## src/rtl/mux4_rr_scheduler_pkg.sv

```systemverilog
// Shared types and constants for the 4-requester round-robin mux scheduler.
// Provides state encodings, requester count, select width and the rotate-priority pick.
package mux4_rr_scheduler_pkg;

    localparam int NREQ = 4;
    localparam int SELW = 2;

    typedef enum logic [1:0] {
        ST_IDLE  = 2'd0,
        ST_GRANT = 2'd1,
        ST_GAP   = 2'd2
    } state_t;

    // First requester at or after ptr, wrapping modulo 4.
    // Walking the offsets downwards lets the smallest offset win.
    function automatic logic [SELW-1:0] rr_pick(
        input logic [NREQ-1:0] req,
        input logic [SELW-1:0] ptr
    );
        logic [SELW-1:0] pick;
        logic [SELW-1:0] idx;
        pick = '0;
        for (int i = NREQ - 1; i >= 0; i--) begin
            idx = ptr + SELW'(i);
            if (req[idx]) pick = idx;
        end
        return pick;
    endfunction

endpackage

```

## src/rtl/mux4_rr_scheduler_if.sv

```systemverilog
// Requester/consumer bundle of the round-robin mux scheduler.
// master: drives req and i0..i3; slave: drives gnt, sel, y_data, y_valid, busy.
interface mux4_rr_scheduler_if #(
    parameter int W = 1
) ();

    logic [3:0]   req;
    logic [W-1:0] i0;
    logic [W-1:0] i1;
    logic [W-1:0] i2;
    logic [W-1:0] i3;
    logic [3:0]   gnt;
    logic [1:0]   sel;
    logic [W-1:0] y_data;
    logic         y_valid;
    logic         busy;

    modport master (
        output req, i0, i1, i2, i3,
        input  gnt, sel, y_data, y_valid, busy
    );

    modport slave (
        input  req, i0, i1, i2, i3,
        output gnt, sel, y_data, y_valid, busy
    );

endinterface

```

## src/rtl/mux4_rr_scheduler_dp.sv

```systemverilog
// W-bit 4:1 dataflow multiplexer shared by the scheduler's requesters.
// Ports: i0..i3 data inputs, sel {s1,s0}, y selected output.
module mux4_dp #(
    parameter int W = 1
) (
    input  logic [W-1:0] i0,
    input  logic [W-1:0] i1,
    input  logic [W-1:0] i2,
    input  logic [W-1:0] i3,
    input  logic [1:0]   sel,
    output logic [W-1:0] y
);

    assign y = sel[1] ? (sel[0] ? i3 : i2)
                      : (sel[0] ? i1 : i0);

endmodule

```

## src/rtl/mux4_rr_scheduler.sv

```systemverilog
// Round-robin owner of a shared 4:1 mux with bounded tenure and a turnaround gap.
// Ports: clk, rst (sync, active high), bus (slave side: req/i0..i3 in; gnt/sel/y_data/y_valid/busy out).
module mux4_rr_scheduler
    import mux4_rr_scheduler_pkg::*;
#(
    parameter int W        = 1,
    parameter int MAX_HOLD = 4
) (
    input logic               clk,
    input logic               rst,
    mux4_rr_scheduler_if.slave bus
);

    localparam logic [7:0] HOLD_LAST = 8'(MAX_HOLD - 1);

    state_t            state_q, state_d;
    logic [NREQ-1:0]   gnt_q, gnt_d;
    logic [SELW-1:0]   sel_q, sel_d;
    logic [SELW-1:0]   ptr_q, ptr_d;
    logic [7:0]        hold_q, hold_d;
    logic              busy_q;
    logic [SELW-1:0]   win;
    logic [W-1:0]      mux_y;
    logic              y_valid;

    assign win = rr_pick(bus.req, ptr_q);

    always_comb begin
        state_d = state_q;
        gnt_d   = gnt_q;
        sel_d   = sel_q;
        ptr_d   = ptr_q;
        hold_d  = hold_q;
        case (state_q)
            ST_GRANT: begin
                // sel is left alone on release so the mux stays put through GAP.
                if (!bus.req[sel_q] || hold_q == HOLD_LAST) begin
                    state_d = ST_GAP;
                    gnt_d   = '0;
                end else begin
                    hold_d = hold_q + 8'd1;
                end
            end
            ST_IDLE, ST_GAP: begin
                if (|bus.req) begin
                    state_d = ST_GRANT;
                    gnt_d   = {{(NREQ-1){1'b0}}, 1'b1} << win;
                    sel_d   = win;
                    ptr_d   = win + 2'd1;
                    hold_d  = '0;
                end else begin
                    state_d = ST_IDLE;
                    gnt_d   = '0;
                end
            end
            default: begin
                state_d = ST_IDLE;
                gnt_d   = '0;
            end
        endcase
    end

    always_ff @(posedge clk) begin
        if (rst) begin
            state_q <= ST_IDLE;
            gnt_q   <= '0;
            sel_q   <= '0;
            ptr_q   <= '0;
            hold_q  <= '0;
            busy_q  <= 1'b0;
        end else begin
            state_q <= state_d;
            gnt_q   <= gnt_d;
            sel_q   <= sel_d;
            ptr_q   <= ptr_d;
            hold_q  <= hold_d;
            busy_q  <= (state_d != ST_IDLE);
        end
    end

    mux4_dp #(.W(W)) u_dp (
        .i0  (bus.i0),
        .i1  (bus.i1),
        .i2  (bus.i2),
        .i3  (bus.i3),
        .sel (sel_q),
        .y   (mux_y)
    );

    // The owner's live req gates validity, so a drop shows up before gnt falls.
    assign y_valid     = (state_q == ST_GRANT) & bus.req[sel_q];
    assign bus.y_valid = y_valid;
    assign bus.y_data  = y_valid ? mux_y : '0;
    assign bus.gnt     = gnt_q;
    assign bus.sel     = sel_q;
    assign bus.busy    = busy_q;

endmodule

```

## src/flat_wrapper.sv

```systemverilog
// flat-port wrapper written by rule: the top's interface ports become plain ports
module mux4_rr_scheduler_flat import mux4_rr_scheduler_pkg::*;
#(
    parameter int W        = 1,
    parameter int MAX_HOLD = 4
)
  (clk, rst, bus_req, bus_i0, bus_i1, bus_i2, bus_i3, bus_gnt, bus_sel, bus_y_data, bus_y_valid, bus_busy);
  mux4_rr_scheduler_if #(.W(W)) bus_i ();
  input logic clk;
  input logic rst;
  input wire logic [$bits(bus_i.req)-1:0] bus_req;
  input wire logic [$bits(bus_i.i0)-1:0] bus_i0;
  input wire logic [$bits(bus_i.i1)-1:0] bus_i1;
  input wire logic [$bits(bus_i.i2)-1:0] bus_i2;
  input wire logic [$bits(bus_i.i3)-1:0] bus_i3;
  output wire logic [$bits(bus_i.gnt)-1:0] bus_gnt;
  output wire logic [$bits(bus_i.sel)-1:0] bus_sel;
  output wire logic [$bits(bus_i.y_data)-1:0] bus_y_data;
  output wire logic [$bits(bus_i.y_valid)-1:0] bus_y_valid;
  output wire logic [$bits(bus_i.busy)-1:0] bus_busy;
  assign bus_i.req = bus_req;
  assign bus_i.i0 = bus_i0;
  assign bus_i.i1 = bus_i1;
  assign bus_i.i2 = bus_i2;
  assign bus_i.i3 = bus_i3;
  assign bus_gnt = bus_i.gnt;
  assign bus_sel = bus_i.sel;
  assign bus_y_data = bus_i.y_data;
  assign bus_y_valid = bus_i.y_valid;
  assign bus_busy = bus_i.busy;
  mux4_rr_scheduler #(.W(W), .MAX_HOLD(MAX_HOLD)) u_core (.clk(clk), .rst(rst), .bus(bus_i));
endmodule
```

## config.mk

```make
export PLATFORM = sky130hd
export DESIGN_NAME = mux4_rr_scheduler_flat
export DESIGN_NICKNAME = d
export VERILOG_FILES = /design/src/rtl/mux4_rr_scheduler_pkg.sv /design/src/rtl/mux4_rr_scheduler_if.sv /design/src/rtl/mux4_rr_scheduler_dp.sv /design/src/rtl/mux4_rr_scheduler.sv /design/src/flat_wrapper.sv
export SDC_FILE = /design/constraint.sdc
export NUM_CORES = 1
export LEC_CHECK = 0
export ABC_AREA = 1
export BUFFER_PORTS_ARGS = -buffer_cell sky130_fd_sc_hd__buf_2
export CAP_MARGIN = 20
export CORE_UTILIZATION = 55
export CTS_CLUSTER_DIAMETER = 120
export DETAILED_ROUTE_END_ITERATION = 8
export PLACE_DENSITY = 0.78
export SETUP_SLACK_MARGIN = 0.3
export SYNTH_ARGS = -nofsm -noshare
export SYNTH_HDL_FRONTEND = slang
export SYNTH_SLANG_ARGS = --single-unit
```

## constraint.sdc

```tcl
create_clock -name clk -period 1.9 [get_ports clk]
set_clock_uncertainty 0.05 [all_clocks]
set_input_delay 0.095 -clock clk [delete_from_list [all_inputs] [get_ports clk]]
set_output_delay 0.095 -clock clk [all_outputs]
set_load 0.01 [all_outputs]
```

==> results.tsv, run 1 <==
stage	metric	value	unit
clocking	clk_pin_slew_worst_paths	0.11	ns
synth	avgSynthCellArea	7.08	um2
die	die-area	0.00239	mm2
setup_path	worst_path_most_repeated_cell	nand2_2	
run	max-cap-violations	0	
die	row_count	16	
power_and_ir_drop	powerDensity	1250	mW/mm2
timing	fin_setup_tns	0	ns
setup_path	critPathBufInv	2	
detailed_routing	drtIter0Drc	26	
cells_and_area	fillers	156	
timing	rsz0062_at_grt	true	
synth	synth_edf_count	0	
placement	gp_congestion	0.906	
timing	post-route-period-util	90.8	%
power_and_ir_drop	peakVddDrop	1.01	mV
worst_hold_path	hp-class	input pin to flip-flop	
clocking	htree_levels	1	
global_route	grt_pass1_vias	1127	
timing	fin_crit	1.73	ns
setup_path	crit_family	simple AND/OR/NAND/NOR gates	
detailed_routing	drt-pass1-iter-count	5	
die	start_util	59.9	%
worst_hold_path	hold-path-endpoint	u_core.hold_q[1]	
worst_hold_path	min_path_cells	2	
cells_and_area	design_area	0.00154	mm2
setup_path	cp-startpoint	u_core.ptr_q[0]	
timing	fin_hold_ws	0.145	ns
synth	synthDistinctLibCells	30	
synth	syn_area	0.00121	mm2
synth	seq_area_frac_synth	31.4	%
synth	yosysWarningCount	0	
setup_path	worstRegToRegCells	12	
global_route	grt_pass1_wl	4880	um
cells_and_area	drive_gt1_share	44.7	%
setup_path	cp_slowest_stage_delay	0.42	ns
die	die_x	48.9	um
worst_hold_path	min_from	rst	
detailed_routing	wl	3120	um
timing	slew_headroom	67.6	%
setup_path	reg2reg_to	u_core.bus.gnt[2]	
clocking	clock_latency	0.30	ns
detailed_routing	dr_total_vias	1231	
global_route	grt_max_degree	16	
die	die_height	48.9	um
clocking	cts_buffers	3	
clocking	cts_tree	done	
die	fp.coreArea	0.00202	mm2
setup_path	reg2reg_from	u_core.ptr_q[0]	
placement	hpwl	2080	um
outcome	outcome	completed	
synth	synthFlopType	dfxtp_1	
detailed_routing	routedWlPerCell	13.8	um
global_route	grt_usage	26.4	%
synth	synthArstFlopShare	0	%
synth	syn_inst	171	
setup_path	reg2reg_slack	0.17	ns
detailed_routing	ant_nets	0	
setup_path	cp_slowest_cell	dfxtp_4	
clocking	cts_buffer_depth	2	
detailed_routing	drc	0	
setup_path	arrival	1.86	ns
synth	ys_ff_latch	19	
setup_path	crit_chain	buf_6 -> nand2_2 -> nand3_2 -> nand2_1 -> nand3_2 -> nand2_2 -> nand2_2 -> nand2_2 -> buf_4 -> ha_1 -> nand2_1 -> a21oi_1	
die	ios	19	
cells_and_area	ff_latch_area	393	um2
clocking	cts_root_buf	clkbuf_4	
timing	fmax	579	MHz
timing	finalHoldViolations	0	
placement	io_buffers	18	
timing	drv_slew	0	
placement	placed_area	0.00137	mm2
cells_and_area	multi_input_area	843	um2
detailed_routing	viasPerCell	5.45	
global_route	antenna_found_initial	0	
cells_and_area	finalNetCount	215	
timing	setup_viol	0	
setup_path	worstSetupEndpointType	flip-flop	
setup_path	start_kind	flip-flop	
cells_and_area	syn2layout_area_growth	27.2	%
synth	syn_nets	186	
power_and_ir_drop	power_leakage	0.000666	uW
setup_path	path_max_fanout	6	
clocking	cts.sinks	19	
setup_path	critPathRequiredTime	2.04	ns
global_route	grt_overflow	0	
timing	worstMarginPinSlew	0.484	ns
setup_path	critPathKind	flip-flop to flip-flop	
cells_and_area	num_antenna_cells	0	
-- per-stage QoR --
stage / std cells / total power, uW / util, % / setup WS, ns
global route: 226 / 2040 / 76.2 / 0.109
global placement: 214 / 1360 / 67.8 / 0.271
CTS: 222 / 1760 / 72.6 / 0.273
finish: 226 / 1920 / 76.2 / 0.174
detailed placement: 214 / 1400 / 67.8 / 0.201
floorplan: 171 / 1220 / - / 0.332
-- synth_stat cells (2+ instances only) --
| cell type | instances | area (um2) |
|---|---|---|
| nand2_1 | 41 | 154 |
| dfxtp_1 | 19 | 380 |
| nor2_1 | 17 | 63.8 |
| nand3_1 | 16 | 80.1 |
| inv_1 | 15 | 56.3 |
| a21oi_1 | 10 | 50.1 |
| a21oi_2 | 7 | 61.3 |
| o21ai_0 | 6 | 30.0 |
| ha_1 | 5 | 62.6 |
| inv_2 | 4 | 15.0 |
| nand4_1 | 4 | 25.0 |
| nand2_2 | 3 | 18.8 |
| nand3_2 | 3 | 30.0 |
| inv_4 | 2 | 12.5 |
| nor2_4 | 2 | 22.5 |
| xnor2_1 | 2 | 17.5 |
| xor2_1 | 2 | 17.5 |
-- layout by cell type (no fill, tap or decap), types with 2 or more instances in the layout --
master    Yosys  routed
ha_1          5       3
buf_4         0       7
nor2_4        2       2
nand3_2       3       7
xor2_1        2       2
xnor2_1       2       2
nor2_1       17      17
inv_4         2       4
dfxtp_4       0       3
a21oi_1      10       8
dfxtp_1      19      15
nand4_1       4       4
inv_2         4       6
o21ai_0       6       3
inv_1        15      11
nand3_1      16      12
nand2_1      41      29
o21ai_4       1       3
buf_2         1      18
a21oi_2       7       9
nand2_2       3      15
clkbuf_4      0       3
-- layout make-up --
cell class	count	area share, %
inverter	21	5.77
tap	27	2.19
clock buffer	3	1.46
sequential	19	25.5
multi-input combinational	129	54.8
timing repair buffer	26	9.99
clock inverter	1	0.325
-- power by group --
part	switching [uW]	internal (uW)	leakage, uW
clock	129	78.6	0.0000177
combinational	653	475	0.000490
sequential	94.1	490	0.000158
total	876	1040	0.000666
-- worst reg2reg max path, delay by kind of cell (launching register included) --
kind	cells	cell delay [ns]
buf+inv	2	0.28
compound gates	1	0.06
fa+ha+maj	1	0.19
flops	1	0.42
simple gates	8	0.60
-- layer usage --
| metal | share of wire [%] | up-vias | global-route usage [%] | wire length (um) |
|---|---|---|---|---|
| li1 | - | 617 | - | - |
| met1 | 41 | 568 | 31.2 | 1290 |
| met2 | 53 | 40 | 49.5 | 1640 |
| met3 | 4.8 | 6 | 4.67 | 150 |
| met5 | 0 | - | 0 | 0 |
| met4 | 1.1 | 0 | 4.41 | 34 |
-- worst max-delay path by stage --
stage | endpoint | depth (start not counted) | slack, ns
floorplan | u_core.ptr_q[1] | 12 | 0.33
global route | u_core.ptr_q[1] | 12 | 0.11
global placement | u_core.ptr_q[1] | 11 | 0.27
detailed placement | u_core.ptr_q[1] | 12 | 0.20
finish | u_core.bus.gnt[2] | 12 | 0.17
CTS | u_core.bus.gnt[2] | 11 | 0.27
-- sequential cells by signal (all words and copies together), names as in the netlist --
name and flops:
u_core.ptr_q 2, u_core.hold_q 8, u_core.state_q 2, u_core.bus.busy 1, u_core.bus.sel 2, u_core.bus.gnt 4
-- kinds of logic (layout without fill, tap and decap cells) --
family,Yosys count,in the layout,synth area share (%)
adder cells (fa/ha/maj),5,5,5.17
buffers and inverters,23,51,7.64
XOR/XNOR,4,4,2.89
flip-flops,19,19,31.4
AO/OA/AOI/OAI,28,28,15.4
AND/OR/NAND/NOR,92,92,37.5
-- what timing repair did --
| action | CTS | global route |
|---|---|---|
| buffers inserted | 4 | 4 |
| gates resized for setup | 19 | 12 |
| endpoints found under the setup margin | 5 | 9 |
| pin swaps | 9 | 11 |
| hold buffers | 0 | 0 |
(Power assumes the default switching activity.)
==> inputs of run 2 (changes only) <==
PLACE_DENSITY = 0.87   (was 0.78)
==> results.tsv, run 2 (same netlist as run 1, synthesis figures left out) <==
stage	metric	value	unit	change
power_and_ir_drop	peakVddDrop	0.914	mV	-9.9%
timing	rsz0062_at_grt	true		
detailed_routing	drc	0		unchanged
placement	gp_congestion	0.932		+2.9%
cells_and_area	final_common_cell	nand2_1		
cells_and_area	finalNetCount	209		-2.8%
setup_path	path_max_fanout	6		unchanged
placement	place_inst	214		unchanged
setup_path	arrival	1.85	ns	about the same
timing	fin_hold_ws	0.155	ns	+0.00989 ns
cells_and_area	top_register	u_core.hold_q		
timing	setup_ws	0.232	ns	+0.0580 ns
die	ios	19		unchanged
detailed_routing	wl	2820	um	-9.8%
timing	fin_setup_tns	0	ns	unchanged
timing	finalHoldViolations	0		unchanged
outcome	outcome	completed		
global_route	top_usage_layer	met2		
global_route	grt_usage	24.8	%	-1.6 points
die	fp.coreArea	0.00202	mm2	unchanged
timing	drv_slew	0		unchanged
placement	io_buffers	18		unchanged
detailed_routing	viasPerCell	5.41		-0.69%
global_route	grt_use_met2	40.7	%	-8.8 points
clocking	clk_pin_slew_worst_paths	0.10	ns	about the same
global_route	antenna_found_initial	0		unchanged
setup_path	worstSetupEndpointType	flip-flop		
cells_and_area	num_antenna_cells	0		unchanged
timing	worstMarginPinSlew	0.462	ns	-0.0224 ns
detailed_routing	routedWlPerCell	12.8	um	-7.3%
timing	post-route-period-util	87.8	%	-3.1 points
power_and_ir_drop	power_leakage	0.000635	uW	-4.7%
cells_and_area	fillers	156		unchanged
worst_hold_path	hp-class	input pin to flip-flop		
clocking	htree_levels	1		unchanged
detailed_routing	ant_nets	0		unchanged
clocking	cts_root_buf	clkbuf_4		
clocking	cts_buffers	3		unchanged
clocking	clock_latency	0.29	ns	about the same
global_route	grt_pass1_vias	1144		+1.5%
global_route	grt_overflow	0		unchanged
placement	dp_slack	0.207	ns	+0.00576 ns
timing	slew_headroom	69.1	%	+1.5 points
detailed_routing	drt-pass1-iter-count	4		-1
timing	setup_viol	0		unchanged
cells_and_area	stdcell_count	220		-2.7%
detailed_routing	dr_total_vias	1190		-3.3%
setup_path	reg2reg_slack	0.23	ns	+0.06 ns
detailed_routing	drtIter0Drc	33		+27%
die	die_height	48.9	um	unchanged
run	max-cap-violations	0		unchanged
global_route	use_met3	6.85	%	+2.2 points
timing	fin_crit	1.67	ns	-0.0580 ns
setup_path	critPathKind	flip-flop to flip-flop		
global_route	grt_use_met1	31.2	%	unchanged
global_route	grt_pass1_wl	4640	um	-4.8%
placement	hpwl	1950	um	-6.6%
die	start_util	59.9	%	unchanged
clocking	cts_tree	done		
cells_and_area	drive_gt1_share	43.0	%	-1.7 points
die	die-area	0.00239	mm2	unchanged
timing	fmax	600	MHz	+3.5%
clocking	cts.sinks	19		unchanged
global_route	grt_max_degree	16		unchanged
cells_and_area	layout_common_cells	nand2_1, buf_2, nor2_1		
setup_path	critPathRequiredTime	2.08	ns	+0.04 ns
die	row_count	16		unchanged
clocking	cts_buffer_depth	2		unchanged
cells_and_area	largest_reg_flops	8		unchanged
power_and_ir_drop	powerDensity	1210	mW/mm2	-2.8%
die	die_x	48.9	um	unchanged
setup_path	start_kind	flip-flop		
cells_and_area	syn2layout_area_growth	24.9	%	
## run 2: cell count changes in the layout (fill, tap and decap cells not counted), sizes merged
cell / change
buf: -6
clkbuf: +1
clkinv: -1
## run 2: per-stage QoR
| stage | utilization [%] | area [um2] | power, uW |
|---|---|---|---|
| floorplan | - | 1260 | 1220 |
| global placement | 67.8 | 1370 | 1360 |
| detailed placement | 67.8 | 1370 | 1390 |
| CTS | 71.0 | 1440 | 1670 |
| global route | 74.8 | 1510 | 1970 |
| finish | 74.8 | 1510 | 1830 |
## run 2: path summary, 6_finish.rpt
| kind | start | depth (start not counted) | endpoint |
|---|---|---|---|
| setup reg to reg | u_core.ptr_q[0] | 12 | u_core.ptr_q[1] |
| hold / removal | rst | 2 | u_core.state_q[1] |
| hold reg to reg | u_core.hold_q[0] | 1 | u_core.hold_q[0] |
| setup / recovery | u_core.ptr_q[0] | 12 | u_core.ptr_q[1] |
## run 2: what timing repair did
action,in CTS,in global routing
endpoints found under the setup margin,3,8
buffers inserted,1,1
gates cloned,0,0
pin swaps,6,8
resized for setup,13,22
hold buffers,0,0
## run 2: power breakdown
group	switching, uW	internal, uW	total (uW)
registers	81.9	491	573
logic	647	414	1060
clock network	119	81.8	200
## run 2: cell type report
| class | count | area, um2 | share of cell area, % |
|---|---|---|---|
| Clock buffer | 4 | 26.3 | 1.74 |
| Multi-Input combinational cell | 129 | 861 | 56.9 |
| Tap cell | 27 | 33.8 | 2.23 |
| Sequential cell | 19 | 394 | 26.1 |
| Timing Repair Buffer | 20 | 109 | 7.20 |
| Inverter | 21 | 88.8 | 5.87 |
## run 2: critical path, stage by stage (launching register included)
cell     delay [ns]
dfxtp_4        0.39
buf_6          0.14
nand2_2        0.09
nand2_2        0.06
nand2_2        0.08
nand3_2        0.10
nand2_2        0.09
nand2_4        0.06
nand2_4        0.09
inv_4          0.05
ha_4           0.25
o21ai_2        0.04
a21oi_1        0.10
## run 2: metal layers
metal  vias to the layer above  share of wire (%)
met1                       533                 45
met4                         0               0.78
met5                         -                  0
met3                         4                6.1
li1                        604                  -
met2                        49                 48
